==> config.mk <==
export PLATFORM = sky130hd
export DESIGN_NAME = snoop_emitter
export DESIGN_NICKNAME = d
export VERILOG_FILES = /design/src/rtl/snoop_emitter.sv
export SDC_FILE = /design/constraint.sdc
export NUM_CORES = 1
export LEC_CHECK = 0
export CAP_MARGIN = 20
export CORE_UTILIZATION = 55
export DETAILED_ROUTE_END_ITERATION = 8
export PLACE_DENSITY = 0.87
export SYNTH_ARGS = -nofsm -noshare
export SYNTH_HDL_FRONTEND = slang
export SYNTH_SLANG_ARGS = --single-unit
==> constraint.sdc <==
create_clock -name i_Clock -period 4.86 [get_ports i_Clock]
set_input_delay 0.729 -clock i_Clock [delete_from_list [all_inputs] [get_ports i_Clock]]
set_output_delay 0.729 -clock i_Clock [all_outputs]
set_load 0.05 [all_outputs]
==> src/rtl/snoop_emitter.sv <==
// Direct-mapped MSI line tracker that emits snoop bus operations for CPU reads/writes.
// Define SNOOP_EMITTER_WRITEBACK_EN to issue WRITE_BACK before evicting a MODIFIED victim.
module snoop_emitter #(
  parameter int ADDR_W  = 8,
  parameter int INDEX_W = 2
) (
  input  logic              i_Clock,
  input  logic              i_Reset,
  input  logic              i_CpuValid,
  input  logic              i_CpuWrite,
  input  logic [ADDR_W-1:0] i_CpuAddr,
  output logic              o_CpuReady,
  output logic              o_Busy,
  output logic              o_BusValid,
  output logic [1:0]        o_BusOperation,
  output logic [ADDR_W-1:0] o_BusAddr,
  input  logic              i_BusGrant,
  output logic [1:0]        o_LineState
);

  localparam int TAG_W = ADDR_W - INDEX_W;
  localparam int LINES = 2 ** INDEX_W;

  localparam logic [1:0] MSI_I = 2'd0;
  localparam logic [1:0] MSI_S = 2'd1;
  localparam logic [1:0] MSI_M = 2'd2;

  typedef enum logic [2:0] {IDLE, LOOKUP, WB_REQ, BUS_REQ, DONE} state_t;
  typedef enum logic [1:0] {
    OP_READ_MISS  = 2'd0,
    OP_INVALIDATE = 2'd1,
    OP_WRITE_MISS = 2'd2,
    OP_WRITE_BACK = 2'd3
  } bus_op_t;

  state_t            state, next_state;
  logic [ADDR_W-1:0] addr_q;
  logic              write_q;
  logic [TAG_W-1:0]  tag_mem [LINES];
  logic [1:0]        msi_mem [LINES];
  bus_op_t           bus_op_q;
  logic [ADDR_W-1:0] bus_addr_q;

  logic [INDEX_W-1:0] index;
  logic [TAG_W-1:0]   req_tag;
  logic [TAG_W-1:0]   line_tag;
  logic [1:0]         line_msi;
  logic               hit;
  logic               need_wb;
  bus_op_t            miss_op;

  assign index    = addr_q[INDEX_W-1:0];
  assign req_tag  = addr_q[ADDR_W-1:INDEX_W];
  assign line_tag = tag_mem[index];
  assign line_msi = msi_mem[index];
  assign hit      = (line_msi != MSI_I) && (line_tag == req_tag);
  assign miss_op  = write_q ? OP_WRITE_MISS : OP_READ_MISS;

`ifdef SNOOP_EMITTER_WRITEBACK_EN
  assign need_wb = !hit && (line_msi == MSI_M);
`else
  assign need_wb = 1'b0;
`endif

  always_ff @(posedge i_Clock or posedge i_Reset) begin
    if (i_Reset) state <= IDLE;
    else         state <= next_state;
  end

  always_comb begin
    next_state = state;
    case (state)
      IDLE:    if (i_CpuValid) next_state = LOOKUP;
      LOOKUP: begin
        if (hit) next_state = (write_q && line_msi == MSI_S) ? BUS_REQ : DONE;
        else     next_state = need_wb ? WB_REQ : BUS_REQ;
      end
      WB_REQ:  if (i_BusGrant) next_state = BUS_REQ;
      BUS_REQ: if (i_BusGrant) next_state = DONE;
      DONE:    next_state = IDLE;
      default: next_state = IDLE;
    endcase
  end

  // Bus operation/address are loaded on entry to a request state so they stay frozen until granted.
  always_ff @(posedge i_Clock or posedge i_Reset) begin
    if (i_Reset) begin
      addr_q     <= '0;
      write_q    <= 1'b0;
      bus_op_q   <= OP_READ_MISS;
      bus_addr_q <= '0;
      for (int i = 0; i < LINES; i++) begin
        tag_mem[i] <= '0;
        msi_mem[i] <= MSI_I;
      end
    end else begin
      case (state)
        IDLE: begin
          if (i_CpuValid) begin
            addr_q  <= i_CpuAddr;
            write_q <= i_CpuWrite;
          end
        end
        LOOKUP: begin
          if (next_state == WB_REQ) begin
            bus_op_q   <= OP_WRITE_BACK;
            bus_addr_q <= {line_tag, index};
          end else if (next_state == BUS_REQ) begin
            bus_op_q   <= hit ? OP_INVALIDATE : miss_op;
            bus_addr_q <= addr_q;
          end
        end
        WB_REQ: begin
          if (i_BusGrant) begin
            msi_mem[index] <= MSI_I;
            bus_op_q       <= miss_op;
            bus_addr_q     <= addr_q;
          end
        end
        BUS_REQ: begin
          if (i_BusGrant) begin
            tag_mem[index] <= req_tag;
            msi_mem[index] <= (bus_op_q == OP_READ_MISS) ? MSI_S : MSI_M;
          end
        end
        default: ;
      endcase
    end
  end

  assign o_BusValid     = (state == WB_REQ) || (state == BUS_REQ);
  assign o_CpuReady     = (state == DONE);
  assign o_Busy         = (state != IDLE);
  assign o_BusOperation = bus_op_q;
  assign o_BusAddr      = bus_addr_q;
  assign o_LineState    = (state == DONE) ? line_msi : MSI_I;

endmodule

=== Word level (Yosys, flattened, before mapping) ===
Index checks and enable logic that the tools add are counted.

* Output and inout bits: 15
* Logic and storage cells: 76
* Bits in read-only memories: 0
* Bits of input ports: 13
* RAM bits: 0
* Memories: 0
* Flip-flop bits (word level): 54
* Bits in latches: 0

* Multiplexer cells: 33
* Eq/ne operators: 11
* Shift operators: 0
* Reduce and logical (&&, ||, !) cells: 14
* Divide/modulo/power cells: 0
* Order comparisons: 2
* Multiply operators: 0
* Bitwise operators: 3
* Add/subtract/negate cells: 0

{| class="wikitable"
|+ Operators with widths
! cell !! count
|-
| $mux W8 || 5
|-
| $pmux W8 S2 || 2
|-
| $bwmux W24 || 1
|-
| $mux W2 || 10
|-
| $mux W6 || 3
|-
| $mux W3 || 5
|-
| $bmux W6 S2 || 1
|-
| $demux W6 S2 || 1
|-
| $eq A3 B2 Y1 const B || 4
|-
| $pmux W3 S4 || 1
|-
| $and A8 B8 Y8 || 1
|-
| $bwmux W8 || 1
|-
| $not A8 Y8 || 1
|-
| $eq A6 B6 Y1 || 1
|-
| $reduce_and A3 Y1 || 2
|-
| $reduce_bool A2 Y1 || 3
|-
| $bmux W2 S2 || 1
|-
| $demux W2 S2 || 1
|-
| $ne A2 B2 Y1 const B || 2
|-
| $pmux W2 S2 || 1
|-
| $reduce_and A2 Y1 || 2
|-
| $eq A3 B1 Y1 const B || 1
|-
| $eq A3 B3 Y1 const B || 1
|-
| $ge A3 B3 Y1 const B || 1
|-
| other kinds (9) || 11
|}

=== Logic depth before layout (Yosys ltp) ===
* Depth after elaboration: 13
* Mapped depth: 10
* Mapped depth without buffers: 7

=== Least setup slack after synthesis ===
OpenSTA, ideal clock, no wires.

* Kind: flip-flop to output port
* From: reg state[0]
* To: out o_LineState[0]
* Arrival time: 2.261 ns
* Data required time: 4.131 ns
* Path slack: 1.870 ns
* Path buffers: 0
* Stages on the path, launching flop included: 3
* Cell sequence: dfrtp_1 > nor3b_1 > and2_1

* Cells in the longest elaborated chain, start to end: 2

{| class="wikitable"
|+ RTL lines
! what !! RTL line !! RTL
|-
| start, declared || 36 || <nowiki>state_t state, next_state;</nowiki>
|-
| start signal, assigned || 67 || <nowiki>else state <= next_state;</nowiki>
|-
| $eq A3 B3 Y1 || -- ||
|-
| net o_CpuReady || 12 || <nowiki>output logic o_CpuReady,</nowiki>
|-
| $mux W2 || 136 || <nowiki>assign o_LineState = (state == DONE) ? line_msi : MSI_I;</nowiki>
|-
| end, declared || 18 || <nowiki>output logic [1:0] o_LineState</nowiki>
|}

The timed path passes the listed nets, and every way through them passes these cells.

=== Final worst setup path ===
* From: reg addr_q[1]
* To: out o_LineState[0]

* Cells in the longest elaborated chain, start to end: 5

{| class="wikitable"
|+ RTL lines
! what !! RTL line !! RTL
|-
| start, declared || 37 || <nowiki>logic [ADDR_W-1:0] addr_q;</nowiki>
|-
| start signal, assigned || 100 || <nowiki>addr_q <= i_CpuAddr;</nowiki>
|-
| $not A2 Y3 (implied by the code) || 55 || <nowiki>assign line_msi = msi_mem[index];</nowiki>
|-
| $bmux W2 S2 || 55 ||
|-
| $mux W2 (implied by the code) (2 in series) || 55 ||
|-
| $mux W2 || 136 ||
|}

No other way between the ends. The select of a mux whose other input is x is not followed.

==> impl_metrics.tcl <==
set metrics [dict create \
    status "finished, violations left" \
    violations "design-rule violations" \
    cts_tree "built" \
    die-width_um 71.1 \
    core_area_um2 4470 \
    post_cts_buffers 0 \
    antenna_left 0 \
    wl_per_cell_um 17.0 \
    drtPass1Iterations 6 \
    die_area_um2 5060 \
    synth_compound_area_share_pct 3.43 \
    rsz0062_at_grt "no" \
    synthXorXnorAreaFrac_pct 1.33 \
    synth-simple-area-share_pct 9.15 \
    seq_area_frac_synth_pct 51.5 \
    ys_ff_latch 54 \
    synth-edff-count 0 \
    leakagePower_nw 1.35 \
    totalPowerFinal_mw 2.17 \
    end_kind "primary output" \
    post-synth-top-area-fraction_pct 51.5 \
    required_ns 4.13 \
    min_from "tag_mem[12]$_DFFE_PP0P_" \
    row_count 24 \
    clock-sinks 54 \
    synth_top_family_by_area "multiplexers" \
    start_util_pct 58.7 \
    final-setup-viol-count 0 \
    grt_max_degree 55 \
    period_share_pct 67.8 \
    cp_num_buf_inv 1 \
    syn_avg_cell_area_um2 13.5 \
    crit_fanout 21 \
    synthesis.nets 207 \
    viasPerCell 5.78 \
    skew_ns 0.00539 \
    finalHoldViolCount 0 \
    area_growth_pct 14.9 \
    syn_area_um2 2630 \
    grt_pass1_vias 1593 \
    powerDensity_nw_per_um2 720 \
    yosysUniqueCellTypes 37 \
    clk_pin_slew_ns 0.09 \
    critPathTopFamily "flip-flops" \
    vias 1579 \
    ff2ff_setup_slack_ns 1.69 \
    clock_latency_ns 0.30 \
    vdd_ir_drop_max_mv 0.343 \
    drc_errors 4 \
    fin_tns_setup_ns 0 \
    worst_slew_pin_slew_ns 0.861 \
    wl_met3_um 132 \
    layout_min_cycle_time_ns 3.29 \
    cts_made_buffers 5 \
    grt_antenna_before_repair 0 \
    final_cells 273 \
    met2WireLength_mm 2.30 \
    synthArstFlopShare_pct 100 \
    cp_cell_sequence "mux4_2 > and2_1 > clkdlybuf4s50_1" \
    max-slew-margin-rel_pct 42.6 \
    crit_path_start "addr_q[1]$_DFFE_PP0P_" \
    max_stage_delay_ns 0.91 \
    r2r-start "addr_q[1]$_DFFE_PP0P_" \
    fmax_mhz 304 \
    yosysWarnings 0 \
    drv_slew 0 \
    routabilityCongestion 0.743 \
    hpwlAfterDp_mm 3.11 \
    reg2reg_to "o_BusAddr[7]$_DFFE_PP0P_" \
    wl_met1_mm 2.13 \
    nets 234 \
    hold_end "tag_mem[12]$_DFFE_PP0P_" \
    cp.arrival_ns 2.57 \
    top_layer_used "met4" \
    hold_depth 1 \
    syn_inst 194 \
    holdWs_ns 0.504 \
    hold_buffers 0 \
    synthTopCellsByArea "dfrtp_1 51%, mux2_2 15%, mux2_4 5.1%, mux2i_1 3.8%, mux2_1 2.6%" \
    num_io_pins 28 \
    drive_above_1_share_pct 28.5 \
    hold_class "flop to flop" \
    nFillCells 345 \
    ctsLongestPathBuffers 2 \
    grt_pass1_wl_mm 7.91 \
    h-tree-depth 2 \
    die_y_um 71.1 \
    overflow 0 \
    drv_cap 0 \
    cts.repair.resized 0 \
    synthFlopType "dfrtp_1" \
    start_kind "flop" \
    finalWirelength_mm 4.63 \
    grt_use_total_pct 21.2 \
    slowest_stage "dfrtp_1" \
    clockRootBuffer "clkbuf_8" \
    muxShareOfSynthArea_pct 30.7 \
    crit_type "flop to primary output" \
    placedCellCount 264 \
    drtIter0Drc 117 \
    synth_adder_area_share_pct 0 \
    portBuffers 27 \
    yosysTopAreaCell "dfrtp_1" \
    diodes 0 \
    r2r_cells 7 \
]
[cell usage after synthesis (2+ instances only)]
cell type / instances
dfrtp_1: 54
mux2_2: 36
nor2_1: 14
mux2i_1: 10
nand2_1: 10
mux2_4: 9
mux2_1: 6
or3_1: 6
inv_1: 4
buf_6: 3
nand2b_1: 3
o21ai_0: 3
xnor2_1: 3
a221oi_1: 2
and2_1: 2
and2b_1: 2
and2b_2: 2
clkbuf_1: 2
mux4_1: 2
mux4_2: 2
o211ai_1: 2
or2b_1: 2
[registers in the layout, indices dropped and copies added, names as in the netlist]
name / flops
state: 3
o_BusAddr: 8
o_BusOperation: 2
tag_mem: 24
msi_mem: 8
write_q: 1
addr_q: 8
[worst reg2reg max path: cells and delay by family, from the launching register on]
kind            cells  cell delay, ns
compound gates      2            0.90
flops               1            0.91
mux                 3            1.01
simple gates        2            0.25
[power breakdown]
group | total [mW] | switching [mW] | internal, mW | leakage [nW]
logic | 0.991 | 0.466 | 0.525 | 0.619
clock network | 0.301 | 0.137 | 0.165 | 0.0573
registers | 0.879 | 0.219 | 0.660 | 0.677
total | 2.17 | 0.821 | 1.35 | 1.35
[layout make-up]
cell class	count	area (um^2)	area share (%)
Tap cell	52	65.1	2.16
Inverter	4	15.0	0.498
Timing Repair Buffer	29	302	10.0
Clock buffer	6	82.6	2.74
Multi-Input combinational cell	127	1170	38.8
Sequential cell	54	1350	44.8
Clock inverter	1	30.0	0.995
[through the flow]
step                setup WS, ns  util (%)  instance area (um^2)
finish                      1.57      67.4                  3020
global route                1.48      67.4                  3020
floorplan                   1.87         -                  2630
CTS                         1.56      66.7                  2990
global placement            1.79      64.2                  2870
detailed placement          1.70      64.2                  2870
[metal layers]
layer  up-vias  global-route usage, %
met1       811                   28.3
li1        734                      -
met2        29                   34.5
met3         5                   4.70
met4         0                   7.33
met5         -                      0
[cells in the final DEF, fill, tap and decap left out, types with 2 or more instances in the layout]
cell type	instances
mux4_2	2
mux2_4	9
clkdlybuf4s50_1	27
inv_1	3
a221oi_1	2
and2b_2	2
and2b_1	2
o211ai_1	2
nand2b_1	3
or3_1	6
mux2i_1	10
dfrtp_1	54
xnor2_1	3
mux2_1	6
mux2_2	36
o21ai_0	3
and2_1	2
mux4_1	2
clkbuf_8	6
nor2_1	14
or2b_1	2
nand2_1	10
[worst max-delay path by stage]
stage	cells past startpoint	slack [ns]	endpoint
2_1_floorplan	2	1.87	o_LineState[0]
3_3_place_gp	7	1.79	o_BusAddr[6]$_DFFE_PP0P_
3_5_place_dp	7	1.70	o_BusAddr[7]$_DFFE_PP0P_
4_1_cts	3	1.56	o_LineState[0]
5_1_grt	7	1.48	o_BusAddr[5]$_DFFE_PP0P_
6_report	3	1.57	o_LineState[0]
[cell families after synthesis]
logic type	count (synthesis)
AO/OA/AOI/OAI	12
XOR/XNOR	4
buffers and inverters	13
flip-flops	54
multiplexers	65
AND/OR/NAND/NOR	46
Power figures use the tool's default switching activity.
